--- config.mk ---
export PLATFORM = sky130hd
export DESIGN_NAME = cpu_clk_ctrl_flat
export DESIGN_NICKNAME = d
export VERILOG_FILES = /design/src/rtl/cpu_clk_ctrl_if.sv /design/src/rtl/cpu_clk_ctrl.sv /design/src/flat_wrapper.sv
export SDC_FILE = /design/constraint.sdc
export NUM_CORES = 1
export LEC_CHECK = 0
export ABC_AREA = 1
export CORE_MARGIN = 10
export CORE_UTILIZATION = 54
export DETAILED_ROUTE_END_ITERATION = 8
export PLACE_DENSITY = 0.85
export SYNTH_ARGS = -nofsm -noshare
export SYNTH_HDL_FRONTEND = slang
export SYNTH_SLANG_ARGS = --single-unit
--- constraint.sdc ---
create_clock -name clk -period 3.96 [get_ports clk]
set_input_delay 0.594 -clock clk [delete_from_list [all_inputs] [get_ports clk]]
set_output_delay 0.594 -clock clk [all_outputs]
set_load 0.005 [all_outputs]
--- src/rtl/cpu_clk_ctrl_if.sv ---
// Board-side control and strobe bundle for cpu_clk_ctrl.
// master: board/platform driving mode and button; slave: the clock controller.
interface cpu_clk_ctrl_if #(
  parameter int unsigned CNT_W = 16
);
  logic [1:0]       mode;
  logic             step_btn;
  logic [CNT_W-1:0] run_count;
  logic             cpu_en;
  logic             mem_en;
  logic             busy;
  logic             done;
  logic [31:0]      cycle_cnt;

  modport master (
    output mode, step_btn, run_count,
    input  cpu_en, mem_en, busy, done, cycle_cnt
  );

  modport slave (
    input  mode, step_btn, run_count,
    output cpu_en, mem_en, busy, done, cycle_cnt
  );
endinterface

--- src/rtl/cpu_clk_ctrl.sv ---
// CPU/data-memory clock-enable generator with run/halt/step/run-N modes and a debounced step button.
// Optional issued-instruction counter on cycle_cnt: define CPU_CLK_CTRL_CYCLE_CNT_EN.
module cpu_clk_ctrl #(
  parameter int unsigned DIV        = 4,
  parameter int unsigned MEM_PHASE  = 2,
  parameter int unsigned DEB_CYCLES = 16,
  parameter int unsigned CNT_W      = 16
) (
  input  logic          clk,
  input  logic          reset,
  cpu_clk_ctrl_if.slave bus
);

  localparam int unsigned DEB_W = (DEB_CYCLES > 1) ? $clog2(DEB_CYCLES) : 1;

  if (DIV < 2 || DIV > 255 || MEM_PHASE < 1 || MEM_PHASE > DIV - 1 || DEB_CYCLES < 1) begin : g_bad_params
    $fatal(1, "cpu_clk_ctrl: illegal DIV/MEM_PHASE/DEB_CYCLES");
  end

  typedef enum logic [1:0] {MODE_HALT, MODE_RUN, MODE_STEP, MODE_RUN_N} mode_e;
  typedef enum logic [2:0] {IDLE, RUN, STEP, COUNT, DONE} state_e;

  mode_e            mode;
  state_e           state_q, state_d;
  logic [7:0]       phase_q;
  logic [CNT_W-1:0] remaining_q;
  logic             sync1_q, sync2_q, deb_level_q, deb_prev_q;
  logic [DEB_W-1:0] deb_cnt_q;
  logic             step_req, busy, period_end, cpu_en, mem_en;

  assign mode = mode_e'(bus.mode);

  // Level flips only after DEB_CYCLES consecutive samples that disagree with it.
  always_ff @(posedge clk) begin
    if (reset) begin
      sync1_q     <= 1'b0;
      sync2_q     <= 1'b0;
      deb_level_q <= 1'b0;
      deb_prev_q  <= 1'b0;
      deb_cnt_q   <= '0;
    end else begin
      sync1_q    <= bus.step_btn;
      sync2_q    <= sync1_q;
      deb_prev_q <= deb_level_q;
      if (sync2_q == deb_level_q) begin
        deb_cnt_q <= '0;
      end else if (deb_cnt_q == DEB_W'(DEB_CYCLES - 1)) begin
        deb_level_q <= sync2_q;
        deb_cnt_q   <= '0;
      end else begin
        deb_cnt_q <= deb_cnt_q + DEB_W'(1);
      end
    end
  end

  assign step_req   = deb_level_q & ~deb_prev_q;
  assign busy       = (state_q == RUN) || (state_q == STEP) || (state_q == COUNT);
  assign period_end = busy && (phase_q == 8'(DIV - 1));
  assign cpu_en     = busy && (phase_q == 8'd0);
  assign mem_en     = busy && (phase_q == 8'(MEM_PHASE));

  always_comb begin
    state_d = state_q;
    unique case (state_q)
      IDLE: begin
        if (mode == MODE_RUN)                   state_d = RUN;
        else if (mode == MODE_STEP && step_req) state_d = STEP;
        else if (mode == MODE_RUN_N)            state_d = (bus.run_count != '0) ? COUNT : DONE;
      end
      RUN:   if (period_end && mode != MODE_RUN) state_d = IDLE;
      STEP:  if (period_end) state_d = IDLE;
      COUNT: begin
        if (period_end) begin
          if (mode != MODE_RUN_N)        state_d = IDLE;
          else if (remaining_q == '0)    state_d = DONE;
        end
      end
      DONE:    if (mode != MODE_RUN_N) state_d = IDLE;
      default: state_d = IDLE;
    endcase
  end

  always_ff @(posedge clk) begin
    if (reset) begin
      state_q     <= IDLE;
      phase_q     <= '0;
      remaining_q <= '0;
    end else begin
      state_q <= state_d;
      phase_q <= (busy && !period_end) ? phase_q + 8'd1 : 8'd0;
      if (state_q == IDLE && state_d == COUNT) remaining_q <= bus.run_count;
      else if (state_q == COUNT && cpu_en)     remaining_q <= remaining_q - CNT_W'(1);
    end
  end

  assign bus.cpu_en = cpu_en;
  assign bus.mem_en = mem_en;
  assign bus.busy   = busy;
  assign bus.done   = (state_q == DONE);

`ifdef CPU_CLK_CTRL_CYCLE_CNT_EN
  logic [31:0] cycle_cnt_q;

  always_ff @(posedge clk) begin
    if (reset)       cycle_cnt_q <= '0;
    else if (cpu_en) cycle_cnt_q <= cycle_cnt_q + 32'd1;
  end

  assign bus.cycle_cnt = cycle_cnt_q;
`else
  assign bus.cycle_cnt = '0;
`endif

endmodule
--- src/flat_wrapper.sv ---
// flat-port wrapper written by rule: the top's interface ports become plain ports
module cpu_clk_ctrl_flat 
#(
  parameter int unsigned DIV        = 4,
  parameter int unsigned MEM_PHASE  = 2,
  parameter int unsigned DEB_CYCLES = 16,
  parameter int unsigned CNT_W      = 16
)
  (clk, reset, bus_mode, bus_step_btn, bus_run_count, bus_cpu_en, bus_mem_en, bus_busy, bus_done, bus_cycle_cnt);
  cpu_clk_ctrl_if #(.CNT_W(CNT_W)) bus_i ();
  input  logic clk;
  input  logic reset;
  input wire logic [$bits(bus_i.mode)-1:0] bus_mode;
  input wire logic [$bits(bus_i.step_btn)-1:0] bus_step_btn;
  input wire logic [$bits(bus_i.run_count)-1:0] bus_run_count;
  output wire logic [$bits(bus_i.cpu_en)-1:0] bus_cpu_en;
  output wire logic [$bits(bus_i.mem_en)-1:0] bus_mem_en;
  output wire logic [$bits(bus_i.busy)-1:0] bus_busy;
  output wire logic [$bits(bus_i.done)-1:0] bus_done;
  output wire logic [$bits(bus_i.cycle_cnt)-1:0] bus_cycle_cnt;
  assign bus_i.mode = bus_mode;
  assign bus_i.step_btn = bus_step_btn;
  assign bus_i.run_count = bus_run_count;
  assign bus_cpu_en = bus_i.cpu_en;
  assign bus_mem_en = bus_i.mem_en;
  assign bus_busy = bus_i.busy;
  assign bus_done = bus_i.done;
  assign bus_cycle_cnt = bus_i.cycle_cnt;
  cpu_clk_ctrl #(.DIV(DIV), .MEM_PHASE(MEM_PHASE), .DEB_CYCLES(DEB_CYCLES), .CNT_W(CNT_W)) u_core (.clk(clk), .reset(reset), .bus(bus_i));
endmodule
; ---- After elaboration in Yosys (flattened, before gate mapping)
; Index checks and enable logic that the tools add are counted.
[op_classes]
addsub = 3
n_eq_ne = 14
n_mux = 13
bitwise = 4
reduce_logical = 19
[ops]
columns = op, n
row1 = $mux W16, 2
row2 = $mux W3, 10
row3 = $eq A8 B2 Y1 const B, 2
row4 = $logic_not A16 Y1, 1
row5 = $reduce_bool A16 Y1, 1
row6 = $sub A16 B1 Y16 const B, 1
row7 = $pmux W3 S5, 1
row8 = $eq A3 B2 Y1 const B, 3
row9 = $add A8 B1 Y8 const B, 1
row10 = $logic_and A1 B1 Y1, 8
row11 = $logic_not A8 Y1, 1
row12 = $add A4 B1 Y4 const B, 1
row13 = $eq A2 B2 Y1 const B, 2
row14 = $eq A4 B4 Y1 const B, 1
row15 = $eq A3 B1 Y1 const B, 1
row16 = $eq A3 B3 Y1 const B, 1
row17 = $logic_not A3 Y1, 1
row18 = $not A1 Y1, 3
row19 = $reduce_or A3 Y1, 1
row20 = $eq A2 B1 Y1 const B, 1
row21 = $logic_or A1 B1 Y1, 2
row22 = $ne A2 B1 Y1 const B, 1
row23 = $ne A2 B2 Y1 const B, 1
row24 = $reduce_and A2 Y1, 1
row25 = 5 further kinds, 5
[word_totals]
register_bits = 35
word_cells = 61

; ---- Logic depth before layout (Yosys ltp)
[logic_depth]
ltp_word = 10
mapped_depth = 15

; ---- Worst setup path before layout
; OpenSTA, ideal clock, no wires.
[synth_timing]
path_type = in2reg
from = input bus_run_count[11]
to = register u_core.remaining_q[11]
setup_time_ns = 0.132
arrival_ns = 1.689
setup_slack_ns = 2.139
path_stages = 15
n_path_buf = 1
cell_sequence = nor2_1 -> nand2_1 -> nor2_1 -> nand2_1 -> nand2_1 -> nand2_1 -> nand2_1 -> nand2_1 -> nand2_1 -> nand2_4 -> nand2_4 -> buf_4 -> nand2_1 -> nand2_1 -> a21oi_1
[synth_via]
elab_chain_cells = 9
[synth_rtl]
columns = element, line
row1 = from (decl), flat_wrapper.sv:15  ; input wire logic [$bits(bus_i.run_count)-1:0] bus_run_count;
row2 = $reduce_bool A16 Y1, cpu_clk_ctrl.sv:68  ; else if (mode == MODE_RUN_N) state_d = (bus.run_count != '0) ? COUNT : DONE;
row3 = $mux W3 (2 in a row), cpu_clk_ctrl.sv:68
row4 = $mux W3, cpu_clk_ctrl.sv:67  ; else if (mode == MODE_STEP && step_req) state_d = STEP;
row5 = $mux W3, cpu_clk_ctrl.sv:66  ; if (mode == MODE_RUN) state_d = RUN;
row6 = $pmux W3 S5, cpu_clk_ctrl.sv:64  ; unique case (state_q)
row7 = $eq A3 B2 Y1, cpu_clk_ctrl.sv:91  ; if (state_q == IDLE && state_d == COUNT) remaining_q <= bus.run_count;
row8 = $logic_and A1 B1 Y1, cpu_clk_ctrl.sv:91
row9 = $mux W16 / $reduce_bool A2 Y1 (equally long branches), --
row10 = to (signal assigned), cpu_clk_ctrl.sv:91
row11 = to (signal assigned), cpu_clk_ctrl.sv:92  ; else if (state_q == COUNT && cpu_en) remaining_q <= remaining_q - CNT_W'(1);
row12 = to (decl), cpu_clk_ctrl.sv:26  ; logic [CNT_W-1:0] remaining_q;
; Parallel ways exist; a longest one is shown, timed or not.
; A chain may end at the register's enable or synchronous reset.

; ---- Final worst setup path
[layout_timing]
from = register u_core.state_q[0]
to = register u_core.remaining_q[11]
[layout_via]
elab_chain_cells = 10
[layout_rtl]
columns = element, line
row1 = from (decl), cpu_clk_ctrl.sv:24  ; state_e state_q, state_d;
row2 = from (signal assigned), cpu_clk_ctrl.sv:89  ; state_q <= state_d;
row3 = $eq A3 B1 Y1 / $eq A3 B2 Y1 (equally long branches), "cpu_clk_ctrl.sv:57, cpu_clk_ctrl.sv:64"
row4 = $logic_or A1 B1 Y1 (2 in a row), cpu_clk_ctrl.sv:57  ; assign busy = (state_q == RUN) || (state_q == STEP) || (state_q == COUNT);
row5 = $logic_and A1 B1 Y1, cpu_clk_ctrl.sv:58  ; assign period_end = busy && (phase_q == 8'(DIV - 1));
row6 = $logic_and A1 B1 Y1, cpu_clk_ctrl.sv:70  ; RUN: if (period_end && mode != MODE_RUN) state_d = IDLE;
row7 = $mux W3, cpu_clk_ctrl.sv:70
row8 = $pmux W3 S5, cpu_clk_ctrl.sv:64
row9 = $eq A3 B2 Y1, cpu_clk_ctrl.sv:91
row10 = $logic_and A1 B1 Y1, cpu_clk_ctrl.sv:91
row11 = $mux W16 / $reduce_bool A2 Y1 (equally long branches), --
; Parallel ways exist; a longest one is shown, timed or not.

==> impl_metrics.json <==
{
  "slew_worst_pin_ps": 899,
  "critPathTopFamily": "simple AND/OR/NAND/NOR gates",
  "finalPower_w": 0.00127,
  "worstHoldStart": "u_core.sync1_q",
  "synth_area_per_cell_um2": 6.53,
  "tritoncts": "done",
  "yosysSeqAreaShare_pct": 28.5,
  "setup_viol_count_final": 0,
  "post_synth_edffs": 0,
  "total_leakage_power_nw": 1.22,
  "grt.total_usage_pct": 14.7,
  "grt_antenna_before_repair": 0,
  "reg_clk_slew_reported_paths_ps": 70,
  "fp.dieH_um": 87.5,
  "floorplan.core_area_um2": 4380,
  "synthDominantAreaCellType": "sky130_fd_sc_hd__dfxtp_1",
  "die_area_um2": 7660,
  "p_sw_share_pct": 39.7,
  "drt_iter0_markers": 131,
  "fillCellCount": 447,
  "synthesis.instances": 377,
  "fmax_ghz": 0.424,
  "initial_utilization_pct": 56.1,
  "portBuffers": 24,
  "pin_count": 57,
  "yosys-top-cells-area": "sky130_fd_sc_hd__dfxtp_1, sky130_fd_sc_hd__nand2_1, sky130_fd_sc_hd__buf_4",
  "maximum_number_of_pins_on_one_net_before_global_route_repair": 31,
  "num_vias": 2248,
  "timing.critical_path.buf_inv": 1,
  "gp_congestion": 0.842,
  "critical-path-max-stage-delay_ps": 500,
  "dp_worst_setup_slack_ps": 1300,
  "critPathLaunchType": "register",
  "maximum_ir_drop_on_the_vdd_rail_v": 0.000222,
  "drv_slew": 0,
  "critical_path_class": "reg2reg",
  "synth_top_cell_area_share_pct": 28.5,
  "power_per_cell_area_nw_per_um2": 473,
  "post-synth-top-count-cell": "sky130_fd_sc_hd__nand2_1",
  "synthesis.yosys.warnings": 0,
  "detailedPlacementHpwl_mm": 4.03,
  "routed_wire_length_per_instance_um": 12.1,
  "antenna_cells": 0,
  "most_used_cell_along_the_critical_path": "sky130_fd_sc_hd__nand2_1",
  "cts-buffers-inserted": 5,
  "max_root_sink_buffers": 2,
  "slew-limit-headroom_pct": 39.9,
  "final_net_count": 423,
  "p_seq_share_pct": 33.8,
  "hold_viol": 0,
  "hold_path.class": "reg2reg",
  "cts_hold_repair.buffers": 0,
  "vias_in_the_first_global_route": 2196,
  "synth-seq-cells": 35,
  "worstSkewPairLatency_ps": 290,
  "worst_path_cell_trace": "nor2_1 -> nor2_2 -> nand2_1 -> nor2_1 -> nand2_1 -> inv_1 -> o21ai_0 -> nand2_1 -> nand2_1 -> a21oi_1",
  "final.setup.worst_slack_ps": 1600,
  "final_critical_path_time_including_i_o_delays_and_setup_ps": 2360,
  "fin_skew_ps": 2.24,
  "outcome": "completed",
  "final_antenna_net_count": 0,
  "clock-sinks": 35,
  "detail_route.drc_violations": 0,
  "setup_tns_ps": 0,
  "yosysUniqueCellTypes": 31,
  "syn_to_final_growth_pct": 8.95,
  "cp.arrival_ps": 2560,
  "p_comb_share_pct": 41.5,
  "floorplan.rows": 24,
  "synth_top_cells_by_count": "sky130_fd_sc_hd__nand2_1, sky130_fd_sc_hd__nor2_1, sky130_fd_sc_hd__inv_1, sky130_fd_sc_hd__dfxtp_1",
  "synth_flop_cell": "sky130_fd_sc_hd__dfxtp_1",
  "reg_to_reg_critical_path_startpoint": "u_core.state_q[0]",
  "worst_setup_path_end_kind": "register",
  "fp.dieW_um": 87.5,
  "drt_pass_1_iters": 4,
  "p_sw_w": 0.000504,
  "globalRoute.totalOverflow": 0,
  "layout-drive-gt1-share_pct": 5.29,
  "clock_tree.htree_level_count": 2,
  "wl_mm": 5.42,
  "mappedNetlistArea_um2": 2460,
  "grt_first_pass_wirelength_mm": 9.45,
  "critical_path_peak_fanout": 20,
  "clk_root_buffer_cell": "sky130_fd_sc_hd__clkbuf_8",
  "async_reset_ff_share_pct": 0,
  "average_via_count_per_standard_cell": 5.01,
  "rsz0062_at_grt": "no",
  "cell_internal_pwr_w": 0.000765,
  "cts-resized-gates": 0,
  "finalCritPeriodShare_pct": 59.6,
  "crit_path_start": "u_core.state_q[0]",
  "critPathRequiredTime_ps": 4160,
  "pwr-share-clk_pct": 24.8,
  "timing.critical_path.slowest_stage_cell": "sky130_fd_sc_hd__inv_1",
  "postCtsSetupBuffers": 0,
  "maxCapViolations": 0
}
## registers in the layout (all words and copies together) (netlist names)
register            cells
u_core.state_q          3
u_core.remaining_q     16
u_core.sync1_q          1
u_core.phase_q          8
u_core.deb_prev_q       1
u_core.sync2_q          1
u_core.deb_cnt_q        4
u_core.deb_level_q      1
## worst reg2reg max path: stages, from the launching register on
cell                      delay [ps]
sky130_fd_sc_hd__dfxtp_1         400
sky130_fd_sc_hd__nor2_1           90
sky130_fd_sc_hd__nor2_2          160
sky130_fd_sc_hd__nand2_1         100
sky130_fd_sc_hd__nor2_1          160
sky130_fd_sc_hd__nand2_1         440
sky130_fd_sc_hd__inv_1           510
sky130_fd_sc_hd__o21ai_0         150
sky130_fd_sc_hd__nand2_1         100
sky130_fd_sc_hd__nand2_1          60
sky130_fd_sc_hd__a21oi_1         110
## cells by family after synthesis
logic type | share of synthesized area (%)
adder cells (fa/ha/maj) | 2.54
AND/OR/NAND/NOR | 36.5
buffers and inverters | 19.1
XOR/XNOR | 1.42
flip-flops | 28.5
other | 0.152
AO/OA/AOI/OAI | 11.9
## through the flow
step / utilization (%) / cell area, µm² / std cells / hold WS, ps
6_report: 61.2 / 2680 / 449 / 409
2_1_floorplan: - / 2580 / 408 / 388
3_3_place_gp: 58.7 / 2570 / 442 / 398
5_1_grt: 61.2 / 2680 / 449 / 452
3_5_place_dp: 58.7 / 2570 / 442 / 400
4_1_cts: 61.2 / 2680 / 449 / 412
## power groups by stage
| stage | logic (W) | clock network [W] | registers [W] |
|---|---|---|---|
| after floorplan | 0.000446 | 0 | 0.000426 |
| after global placement | 0.000505 | 0 | 0.000433 |
| after detailed placement | 0.000521 | 0 | 0.000436 |
| after CTS | 0.000528 | 0.000324 | 0.000427 |
| after global routing | 0.000610 | 0.000341 | 0.000434 |
| final | 0.000526 | 0.000314 | 0.000428 |
## layout by cell type (no fill, tap or decap), types with 3 or more instances in the layout
cell type                         Yosys  layout
sky130_fd_sc_hd__a21oi_1             28      28
sky130_fd_sc_hd__nor2_2               4       4
sky130_fd_sc_hd__clkbuf_8             0       5
sky130_fd_sc_hd__nor3_1               6       6
sky130_fd_sc_hd__inv_1               43      43
sky130_fd_sc_hd__nand2_1             82      82
sky130_fd_sc_hd__nand3_1             33      33
sky130_fd_sc_hd__nor2_1              46      46
sky130_fd_sc_hd__ha_1                 5       5
sky130_fd_sc_hd__nand4_1              3       3
sky130_fd_sc_hd__nand3b_1            13      13
sky130_fd_sc_hd__o21ai_0             16      16
sky130_fd_sc_hd__clkdlybuf4s50_1      0      24
sky130_fd_sc_hd__conb_1               1      32
sky130_fd_sc_hd__dfxtp_1             35      35
sky130_fd_sc_hd__xor2_1               4       4
## worst paths after layout
kind	to	slack, ps	cells past startpoint
max	u_core.remaining_q[11]	1600	10
min	u_core.sync2_q	410	2
max reg2reg	u_core.remaining_q[11]	1600	10
min reg2reg	u_core.sync2_q	410	2
## layer usage
layer | part of all wire, % | GRT usage, % | up-vias
met5 | 0 | 0 | -
met4 | 1.5 | 5.22 | 0
met3 | 6.8 | 3.93 | 10
met2 | 51 | 26.5 | 57
met1 | 40 | 16.0 | 1002
li1 | - | - | 1179
## cell type report
| type | instances | area, µm² | area share [%] |
|---|---|---|---|
| Tap cell | 52 | 65.1 | 2.43 |
| Sequential cell | 35 | 701 | 26.1 |
| Multi-Input combinational cell | 288 | 1410 | 52.5 |
| Timing Repair Buffer | 24 | 240 | 8.96 |
| Clock inverter | 2 | 37.5 | 1.40 |
| Clock buffer | 5 | 68.8 | 2.57 |
| Inverter | 43 | 161 | 6.02 |
Note: power is estimated with default switching activity, not from simulation.
